File: src/rtl/shifter_pkg.sv
// shifter_pkg: shift-op encoding and per-stage control fields shared by the barrel shifter.
package shifter_pkg;
  typedef enum logic [1:0] {
    SHOP_ROR = 2'b00,
    SHOP_LSL = 2'b01,
    SHOP_LSR = 2'b10,
    SHOP_ASR = 2'b11
  } sh_op_e;
  typedef struct packed {
    logic   valid;
    logic   sat;
    logic   sticky;
    sh_op_e op;
  } stage_ctrl_t;
endpackage

File: src/rtl/barrel_shift_stage.sv
// barrel_shift_stage: combinational shift-by-SH step; sticky accumulates only with SHIFTER_STICKY_EN.
module barrel_shift_stage
  import shifter_pkg::*;
#(
  parameter int WIDTH = 16,
  parameter int SH = 1
) (
  input  logic [WIDTH-1:0] data,
  input  sh_op_e           op,
  input  logic             en,
  input  logic             sticky,
  output logic [WIDTH-1:0] result,
  output logic             sticky_acc
);
  logic [WIDTH-1:0] shifted;
  always_comb
    shifted = op == SHOP_ROR ? {data[SH-1:0], data[WIDTH-1:SH]} :
              op == SHOP_LSL ? {data[WIDTH-SH-1:0], {SH{1'b0}}} :
              op == SHOP_LSR ? {{SH{1'b0}}, data[WIDTH-1:SH]} :
                               {{SH{data[WIDTH-1]}}, data[WIDTH-1:SH]};
  assign result = en ? shifted : data;
`ifdef SHIFTER_STICKY_EN
  // only right shifts lose low-order bits that matter for rounding
  assign sticky_acc = sticky | (en & op[1] & |data[SH-1:0]);
`else
  logic unused_sticky;
  assign unused_sticky = sticky;
  assign sticky_acc = 1'b0;
`endif
endmodule

File: src/rtl/pipelined_barrel_shifter.sv
// pipelined_barrel_shifter: PIPE-register ROR/LSL/LSR/ASR shifter with valid/ready flow control.
// Define SHIFTER_STICKY_EN to produce the sticky bit; otherwise out_sticky stays 0.
module pipelined_barrel_shifter
  import shifter_pkg::*;
#(
  parameter int WIDTH = 16,
  parameter int PIPE = 2,
  parameter int TAG_W = 4,
  localparam int LOG2W = $clog2(WIDTH)
) (
  input  logic             clk,
  input  logic             rst,
  input  logic             in_valid,
  output logic             in_ready,
  input  logic [WIDTH-1:0] in_data,
  input  logic [LOG2W:0]   in_amt,
  input  logic [1:0]       in_op,
  input  logic [TAG_W-1:0] in_tag,
  output logic             out_valid,
  input  logic             out_ready,
  output logic [WIDTH-1:0] out_data,
  output logic             out_sticky,
  output logic [TAG_W-1:0] out_tag
);
  localparam int GRP = (LOG2W + PIPE - 1) / PIPE;
  typedef struct packed {
    stage_ctrl_t      ctrl;
    logic [LOG2W-1:0] amt;
    logic [TAG_W-1:0] tag;
    logic [WIDTH-1:0] data;
  } stage_t;
  stage_t head;
  stage_t [PIPE-1:0] nxt, regs;
  logic [PIPE-1:0] adv;
  logic blk0, unused_regs;
  // saturated LSL/LSR/ASR resolve to their fill value up front; later stages then stay disabled
  always_comb begin
    blk0 = in_amt[LOG2W] & (in_op != SHOP_ROR);
    head.ctrl.valid = in_valid;
    head.ctrl.sat = in_amt[LOG2W];
    head.ctrl.op = sh_op_e'(in_op);
    head.amt = in_amt[LOG2W-1:0];
    head.tag = in_tag;
    head.data = !blk0 ? in_data : in_op == SHOP_ASR ? {WIDTH{in_data[WIDTH-1]}} : '0;
`ifdef SHIFTER_STICKY_EN
    head.ctrl.sticky = blk0 & in_op[1] & |in_data;
`else
    head.ctrl.sticky = 1'b0;
`endif
  end
  for (genvar g = 0; g < PIPE; g++) begin : grp
    localparam int LO = g * GRP;
    localparam int HI = (g + 1) * GRP < LOG2W ? (g + 1) * GRP : LOG2W;
    localparam int N = HI > LO ? HI - LO : 0;
    stage_t src;
    logic blk;
    if (g == 0) begin : first
      assign src = head;
    end else begin : chain
      assign src = regs[g-1];
    end
    assign blk = src.ctrl.sat & (src.ctrl.op != SHOP_ROR);
    for (genvar j = 0; j < N; j++) begin : stg
      logic [WIDTH-1:0] prev, q;
      logic prev_s, s;
      if (j == 0) begin : f
        assign prev = src.data;
        assign prev_s = src.ctrl.sticky;
      end else begin : c
        assign prev = stg[j-1].q;
        assign prev_s = stg[j-1].s;
      end
      barrel_shift_stage #(.WIDTH(WIDTH), .SH(1 << (LO + j))) u_stage (
        .data(prev),
        .op(src.ctrl.op),
        .en(src.amt[LO+j] & !blk),
        .sticky(prev_s),
        .result(q),
        .sticky_acc(s)
      );
    end
    if (N == 0) begin : pass
      assign nxt[g] = src;
    end else begin : shift
      assign nxt[g] = {src.ctrl.valid, src.ctrl.sat, stg[N-1].s, src.ctrl.op, src.amt, src.tag, stg[N-1].q};
    end
  end
  // a stage moves when it is empty or the stage after it is moving
  always_comb begin
    adv[PIPE-1] = !regs[PIPE-1].ctrl.valid | out_ready;
    for (int k = PIPE - 2; k >= 0; k--) adv[k] = !regs[k].ctrl.valid | adv[k+1];
  end
  always_ff @(posedge clk)
    for (int k = 0; k < PIPE; k++)
      if (rst) regs[k] <= '0;
      else if (adv[k]) regs[k] <= nxt[k];
  assign in_ready = adv[0];
  assign out_valid = regs[PIPE-1].ctrl.valid;
  assign out_data = regs[PIPE-1].data;
  assign out_sticky = regs[PIPE-1].ctrl.sticky;
  assign out_tag = regs[PIPE-1].tag;
  assign unused_regs = ^regs[PIPE-1];
endmodule

File: config.mk
export PLATFORM = sky130hd
export DESIGN_NAME = pipelined_barrel_shifter
export DESIGN_NICKNAME = d
export VERILOG_FILES = /design/src/rtl/shifter_pkg.sv /design/src/rtl/barrel_shift_stage.sv /design/src/rtl/pipelined_barrel_shifter.sv
export SDC_FILE = /design/constraint.sdc
export NUM_CORES = 1
export LEC_CHECK = 0
export CAP_MARGIN = 20
export CORE_MARGIN = 5
export CORE_UTILIZATION = 45
export CTS_CLUSTER_DIAMETER = 150
export DETAILED_ROUTE_END_ITERATION = 12
export PLACE_DENSITY = 0.7
export SLEW_MARGIN = 40
export SYNTH_ARGS = -nofsm -noshare
export SYNTH_HDL_FRONTEND = slang
export SYNTH_HIERARCHICAL = 1
export SYNTH_SLANG_ARGS = --single-unit
File: constraint.sdc
create_clock -name clk -period 6.8 [get_ports clk]
set_clock_uncertainty 0.15 [all_clocks]
set_input_delay 1.7 -clock clk [delete_from_list [all_inputs] [get_ports clk]]
set_output_delay 1.7 -clock clk [all_outputs]
set_load 0.005 [all_outputs]
==> metrics, run 1 <==
most frequent cells in the layout=nand2_1 (129), a21oi_1 (78), clkdlybuf4s50_1 (52), nor2_1 (50), dfxtp_1 (47); Critical Path RT=4.95 ns; total design power=742.5 uW; IO Pins=54; row cnt=31; Worst slew margin=0.4571; Inserted Diodes=0; worst-case clock buffer depth=2; Wirelength per Cell=12.55 um; RSZ-0062 raised after global routing=false; Final GP Congestion=0.8493; DP HPWL=5.609 mm; share of layout cells above drive strength 1=0.09823; Ys Warns=6; largest net degree at the start of global routing=49; Max Cap Viol=0; # setup viols final=0; cts hold-fix bufs=0; Synthesized Nets=517; Total GRT Usage=0.1599; post-route ant nets=0; Hold Path Class=flip-flop to flip-flop; syn avg cell area=7.085 um^2; fmax=199.7 MHz; first-pass GRT wire length=13.32 mm; Die X=97.48 um; initial DRC count=142; area of the core=0.007370 mm^2; # port buffers=53; PostCTS Resize Cnt=0; final worst path period need=5.007 ns; Slew Limit Fails=0; outcome=complete, no violations; Final nets=539; Worst Path Arrival=3.16 ns; vias in the first global route=2966; Final Routed Wirelength=7.629 mm; final critical-path share of the clock period=0.7364; post-CTS setup buffer count=0; P per Cell Area=189.4 mW/mm^2; crit path max fanout=26; fin util=0.5321; Mapped Area=0.003443 mm^2; TNS Setup=0 ns; Die Ht=97.48 um; Mapped Cells=486; count of final hold-check violations=0; die area=0.009501 mm^2; CTS tree=done; initial core utilization=0.4672; leading cell type in the layout, fill and taps excluded=nand2_1; GR Overflow Total=0; Max IR drop VDD=93.01 uV; total CTS buffers=5; LEAKAGE=1.537 nW; clock latency on the worst-skew pair=0.29 ns; htree depth=2; # DRC=0; Detailed Routing Iterations Pass 1=5; Worst Setup Start Kind=input pin; clk sink count=48; Via density=5.257; WS Path Type=input pin to primary output; Worst-path clk slew=0.08 ns; vias post-DR=3196; Root Driver=clkbuf_8; Slew @ Worst Pin=0.8107 ns; Setup crit end kind=primary output; initial antenna violation count=0; Area Overhead vs Synth=13.88%
## sequential cells by signal (all words and copies together), names as in the netlist
signal,cells
grp.src,10
grp.stg.prev,16
out_data,16
out_sticky,1
out_tag,4
out_valid,1
## where the power goes
group,switching [mW],internal (mW)
registers,0.0202,0.305
logic,0.114,0.100
clock network,0.0940,0.109
## per-stage QoR
step           worst slack (ns)  instances  hold WS [ns]  area [um^2]
2_1_floorplan             2.733        486        0.2773         3443
5_1_grt                   1.744        608        0.3314         3921
3_3_place_gp              1.658        600        0.2857         3805
3_5_place_dp              1.565        600        0.2944         3811
6_report                  1.793        608        0.3011         3921
4_1_cts                   1.783        608        0.3058         3919
## per-layer routing
layer,share of wire,vias to the layer above,track usage
met5,0,-,0
met4,0.0028,0,0.02449
met3,0.026,2,0.02513
met2,0.48,56,0.2678
met1,0.49,1471,0.2205
li1,-,1667,-
## final cells by class
class / instances / area (um^2)
Sequential cell: 48 / 962.2
Fill cell: 745 / 3448
Multi-Input combinational cell: 382 / 2121
Tap cell: 99 / 123.9
Clock inverter: 2 / 35.03
Inverter: 17 / 71.32
Timing Repair Buffer: 54 / 535.5
Clock buffer: 6 / 72.57
## final timing paths
check | startpoint | endpoint | slack, ns | cells past startpoint
max | out_ready | in_ready | 1.79 | 4
min | grp[1].src[27] | grp[1].src[27] | 0.30 | 2
max reg2reg | grp[1].src[24] | out_data[8] | 3.98 | 8
min reg2reg | grp[1].src[27] | grp[1].src[27] | 0.30 | 2
## worst max-delay path, stage by stage
cell and delay [ns]:
clkdlybuf4s50_1 0.50, and3b_1 0.25, inv_8 0.17, clkdlybuf4s50_1 0.53
(Power assumes the default switching activity.)
==> run 2: changes to the inputs <==
==> constraint.sdc (replaced) <==
create_clock -name clk -period 5 [get_ports clk]
set_clock_uncertainty 0.15 [all_clocks]
set_input_delay 1.25 -clock clk [delete_from_list [all_inputs] [get_ports clk]]
set_output_delay 1.25 -clock clk [all_outputs]
set_load 0.005 [all_outputs]
==> run 2 against run 1 <==
Against the previous run:
- register-to-register slack got worse by 1.8 ns
- clock power increased by 49%
- core utilization increased by 0.59 points
- non-clock buffer count increased by 3
- wire length increased by 4.3%
- sequential share of layout area decreased by 0.27 points
- first-iteration DRC count decreased by 15%
- power increased by 40%
- via count decreased by 0.28%
- worst setup slack got worse by 0.89 ns
- largest power group unchanged
==> metrics, run 2 (same netlist as run 1, synthesis figures left out) <==
sw power=311.0 uW (+36%); Via density=5.216 (-0.77%); Total GRT Usage=0.1636 (+0.003752); Worst-path clk slew=0.08 ns (about the same); Comb power frac=0.283 (-0.005); outcome=complete, no violations; DP Cell Count=603 (+0.50%); worst-case clock buffer depth=2 (unchanged); clk sink count=48 (unchanged); P per Cell Area=262.5 mW/mm^2 (+39%); # setup viols final=0 (unchanged); post-CTS setup buffer count=0 (unchanged); clock latency on the worst-skew pair=0.30 ns (about the same); cts hold-fix bufs=0 (unchanged); Root Driver=clkbuf_8; Final GP Congestion=0.8444 (-0.58%); Worst Path Arrival=2.70 ns (-0.46 ns); vias in the first global route=2986 (+0.67%); initial antenna violation count=0 (unchanged); Max Cap Viol=0 (unchanged); WS Path Type=input pin to primary output; Final Routed Wirelength=7.959 mm (+4.3%); Area Overhead vs Synth=15.15%; Reg power frac=0.425 (-0.013); Pint=729.8 uW (+42%); RSZ-0062 raised after global routing=false; row cnt=31 (unchanged); Die Ht=97.48 um (unchanged); Worst slew margin=0.4678 (+0.01073); DP HPWL=5.721 mm (+2.0%); share of layout cells above drive strength 1=0.1016 (+0.003331); TNS Setup=0 ns (unchanged); final critical-path share of the clock period=0.8191; htree depth=2 (unchanged); final cell count without fillers=611 (+0.49%); final worst slack=0.9047 ns (-0.8879 ns); # DRC=0 (unchanged); crit path max fanout=26 (unchanged); Max IR drop VDD=154.2 uV (+66%); initial core utilization=0.4672 (unchanged); Die X=97.48 um (unchanged); switching share of total power=0.2988 (-0.008171); final worst path period need=4.095 ns; first-pass GRT wire length=13.57 mm (+1.8%); LEAKAGE=1.564 nW (+1.7%); total design power=1.041 mW (+40%); IO Pins=54 (unchanged); CTS tree=done; leading cell type in the layout, fill and taps excluded=nand2_1; largest net degree at the start of global routing=49 (unchanged); Worst Setup Start Kind=input pin; Wirelength per Cell=13.03 um (+3.8%); GR Overflow Total=0 (unchanged); total CTS buffers=5 (unchanged); Critical Path RT=3.60 ns (-1.35 ns); clock share of power=0.292 (+0.018); initial DRC count=121 (-15%); Inserted Diodes=0 (unchanged); Hold Path Class=flip-flop to flip-flop; Slew @ Worst Pin=0.7983 ns (-0.01242 ns); post-route ant nets=0 (unchanged); Slew Limit Fails=0 (unchanged); count of final hold-check violations=0 (unchanged); most frequent cells in the layout=nand2_1 (129), a21oi_1 (78), clkdlybuf4s50_1 (52), nor2_1 (50), dfxtp_1 (47); Detailed Routing Iterations Pass 1=4 (-1); Final nets=542 (+0.56%); pre-CTS setup slack=0.7126 ns (-0.8519 ns); vias post-DR=3187 (-0.28%); die area=0.009501 mm^2 (unchanged); area of the core=0.007370 mm^2 (unchanged); PostCTS Resize Cnt=0 (unchanged); fmax=244.2 MHz; # port buffers=53 (unchanged); Setup crit end kind=primary output; Hold WS=0.3015 ns (+0.0003560 ns)
## run 2: cell types whose count changed in the layout (fill, tap and decap cells not counted), sizes merged
cell,before,now
buf,2,5
clkbuf,6,7
clkinv,1,0
## run 2: metal layers
metal | vias up | GRT usage | wire length, um
met5 | - | 0 | 0
met4 | 0 | 0.03621 | 79
met3 | 6 | 0.02800 | 277
met2 | 63 | 0.2673 | 3712
met1 | 1450 | 0.2254 | 3890
li1 | 1668 | - | -
## run 2: through the flow
stage            util  instance area [um^2]
5_1_grt        0.5380                  3965
3_5_place_dp   0.5200                  3832
3_3_place_gp   0.5194                  3827
4_1_cts        0.5372                  3959
2_1_floorplan       -                  3443
6_report       0.5380                  3965
## run 2: worst max-delay path, stage by stage
cell and delay [ns]:
clkdlybuf4s50_1 0.48, and3b_1 0.25, inv_8 0.18, clkdlybuf4s50_1 0.53
## run 2: power by group through the flow
stage,registers [mW],clock network [mW],logic (mW)
global route,0.448,0.323,0.331
detailed placement,0.451,0,0.292
CTS,0.443,0.307,0.294
finish,0.443,0.303,0.295
global placement,0.450,0,0.287
floorplan,0.443,0,0.216
## run 2: final timing paths
kind / from / endpoint / slack [ns] / cells past startpoint
hold / removal: grp[1].src[23] / grp[1].src[23] / 0.30 / 2
setup reg to reg: grp[1].src[24] / out_data[9] / 2.20 / 8
setup / recovery: out_ready / in_ready / 0.90 / 4
hold reg to reg: grp[1].src[23] / grp[1].src[23] / 0.30 / 2
## run 2: area by class of cell
type,count,area [um^2]
Multi-Input combinational cell,382,2123
Clock inverter,1,30.03
Inverter,17,71.32
Sequential cell,48,962.2
Clock buffer,7,96.34
Tap cell,99,123.9
Fill cell,722,3405
Timing Repair Buffer,57,558.0
==> run 3: changes to the inputs <==
--- a/config.mk
+++ b/config.mk
@@ -10,7 +10,7 @@
 export CORE_UTILIZATION = 45
 export CTS_CLUSTER_DIAMETER = 150
 export DETAILED_ROUTE_END_ITERATION = 12
-export PLACE_DENSITY = 0.7
+export PLACE_DENSITY = 0.72
 export SLEW_MARGIN = 40
 export SYNTH_ARGS = -nofsm -noshare
 export SYNTH_HDL_FRONTEND = slang
==> constraint.sdc (replaced) <==
create_clock -name clk -period 3.6 [get_ports clk]
set_clock_uncertainty 0.15 [all_clocks]
set_input_delay 0.9 -clock clk [delete_from_list [all_inputs] [get_ports clk]]
set_output_delay 0.9 -clock clk [all_outputs]
set_load 0.005 [all_outputs]
==> run 3 against run 2 <==
Against the previous run:
- sequential cell count did not move
- hold slack lost 0.0037 ns
- worst setup slack worse by 0.56 ns
- register-to-register slack lost 1.3 ns
- clock-buffer cell count down 1
- core utilization is 0.68 points higher
- critical path type unchanged
- highest routed layer unchanged
==> metrics, run 3 (same netlist as run 1, synthesis figures left out) <==
Via density=5.180 (-0.68%); most frequent cells in the layout=nand2_1 (129), a21oi_1 (78), clkdlybuf4s50_1 (52), nor2_1 (50), dfxtp_1 (48); pre-CTS setup slack=0.1729 ns (-0.5397 ns); Die Ht=97.48 um (unchanged); share of layout cells above drive strength 1=0.1130 (+0.01146); clk sink count=48 (unchanged); Final nets=552 (+1.8%); total CTS buffers=5 (unchanged); final critical-path share of the clock period=0.9030; Detailed Routing Iterations Pass 1=4 (unchanged); # port buffers=53 (unchanged); outcome=complete, no violations; Worst Setup Start Kind=input pin; CTS tree=done; fillers=708 (-1.9%); GR Overflow Total=0 (unchanged); final worst slack=0.3493 ns (-0.5554 ns); Hold Path Class=flip-flop to flip-flop; Slew @ Worst Pin=0.7012 ns (-0.09705 ns); RSZ-0062 raised after global routing=false; Worst-path clk slew=0.09 ns (about the same); Critical Path RT=2.55 ns (-1.05 ns); Worst Path Arrival=2.20 ns (-0.50 ns); die area=0.009501 mm^2 (unchanged); # setup viols final=0 (unchanged); Final Routed Wirelength=7.623 mm (-4.2%); Max IR drop VDD=290.6 uV (+88%); vias in the first global route=2963 (-0.77%); initial antenna violation count=0 (unchanged); worst-case clock buffer depth=2 (unchanged); r2r worst-path depth=9 (+1); fin util=0.5448 (+0.006791); area of the core=0.007370 mm^2 (unchanged); fmax=307.6 MHz; Final GP Congestion=0.8335 (-1.3%); leading cell type in the layout, fill and taps excluded=nand2_1; post-CTS setup buffer count=0 (unchanged); IO Pins=54 (unchanged); Slew Limit Fails=0 (unchanged); LEAKAGE=1.598 nW (+2.2%); DP HPWL=5.669 mm (-0.92%); final worst path period need=3.251 ns; largest net degree at the start of global routing=49 (unchanged); Wirelength per Cell=12.28 um (-5.8%); cts hold-fix bufs=0 (unchanged); Root Driver=clkbuf_8; first-pass GRT wire length=13.25 mm (-2.3%); P per Cell Area=351.6 mW/mm^2 (+34%); vias post-DR=3217 (+0.94%); TNS Setup=0 ns (unchanged); clock latency on the worst-skew pair=0.30 ns (about the same); Max Cap Viol=0 (unchanged); Setup crit end kind=primary output; post-route ant nets=0 (unchanged); count of final hold-check violations=0 (unchanged); Area Overhead vs Synth=16.61%; total design power=1.412 mW (+36%); Hold Crit Depth=2 (unchanged); initial DRC count=166 (+37%); crit path max fanout=3 (-88%); initial core utilization=0.4672 (unchanged); row cnt=31 (unchanged); Inserted Diodes=0 (unchanged); Worst slew margin=0.5325 (+0.06470); htree depth=2 (unchanged); PostCTS Resize Cnt=0 (unchanged); # DRC=0 (unchanged); Total GRT Usage=0.1590 (-0.004576); Die X=97.48 um (unchanged); WS Path Type=input pin to primary output
==> run 3: report_power, final <==
group	total (mW)	internal [mW]	switching, mW
Sequential	0.610	0.576	0.0343
Combinational	0.419	0.199	0.220
Clock	0.383	0.206	0.177
Total	1.41	0.981	0.431
==> run 3: path summary, 6_finish.rpt <==
path                        from              to  slack (ns)
setup reg to reg  grp[1].src[24]     out_data[8]        0.94
hold / removal    grp[1].src[23]  grp[1].src[23]        0.30
hold reg to reg   grp[1].src[23]  grp[1].src[23]        0.30
setup / recovery       out_ready        in_ready        0.35
==> run 3: per-stage QoR <==
| stage | hold WS (ns) | std cells | area (um^2) |
|---|---|---|---|
| after global routing | 0.3183 | 621 | 4015 |
| after global placement | 0.2865 | 613 | 3902 |
| after CTS | 0.3012 | 621 | 4013 |
| after floorplan | 0.2773 | 486 | 3443 |
| after detailed placement | 0.2907 | 613 | 3905 |
| final | 0.2977 | 621 | 4015 |
==> run 3: final cells by class <==
type	count	area, um^2	area share
Tap cell	99	123.9	0.03085
Inverter	17	71.32	0.01776
Clock buffer	6	72.57	0.01807
Sequential cell	48	960.9	0.2393
Clock inverter	2	35.03	0.008725
Timing Repair Buffer	67	633.1	0.1577
Multi-Input combinational cell	382	2118	0.5276
==> run 3: routing by layer <==
metal / global-route usage / wire length (um) / up-vias
li1: - / - / 1696
met1: 0.2203 / 3768 / 1465
met2: 0.2615 / 3591 / 48
met3: 0.02441 / 203 / 8
met4: 0.03301 / 59 / 0
met5: 0 / 0 / -
==> run 3: critical path, stage by stage <==
cell	delay, ns
clkdlybuf4s50_1	0.48
and3b_1	0.25
inv_8	0.07
clkdlybuf4s50_1	0.50
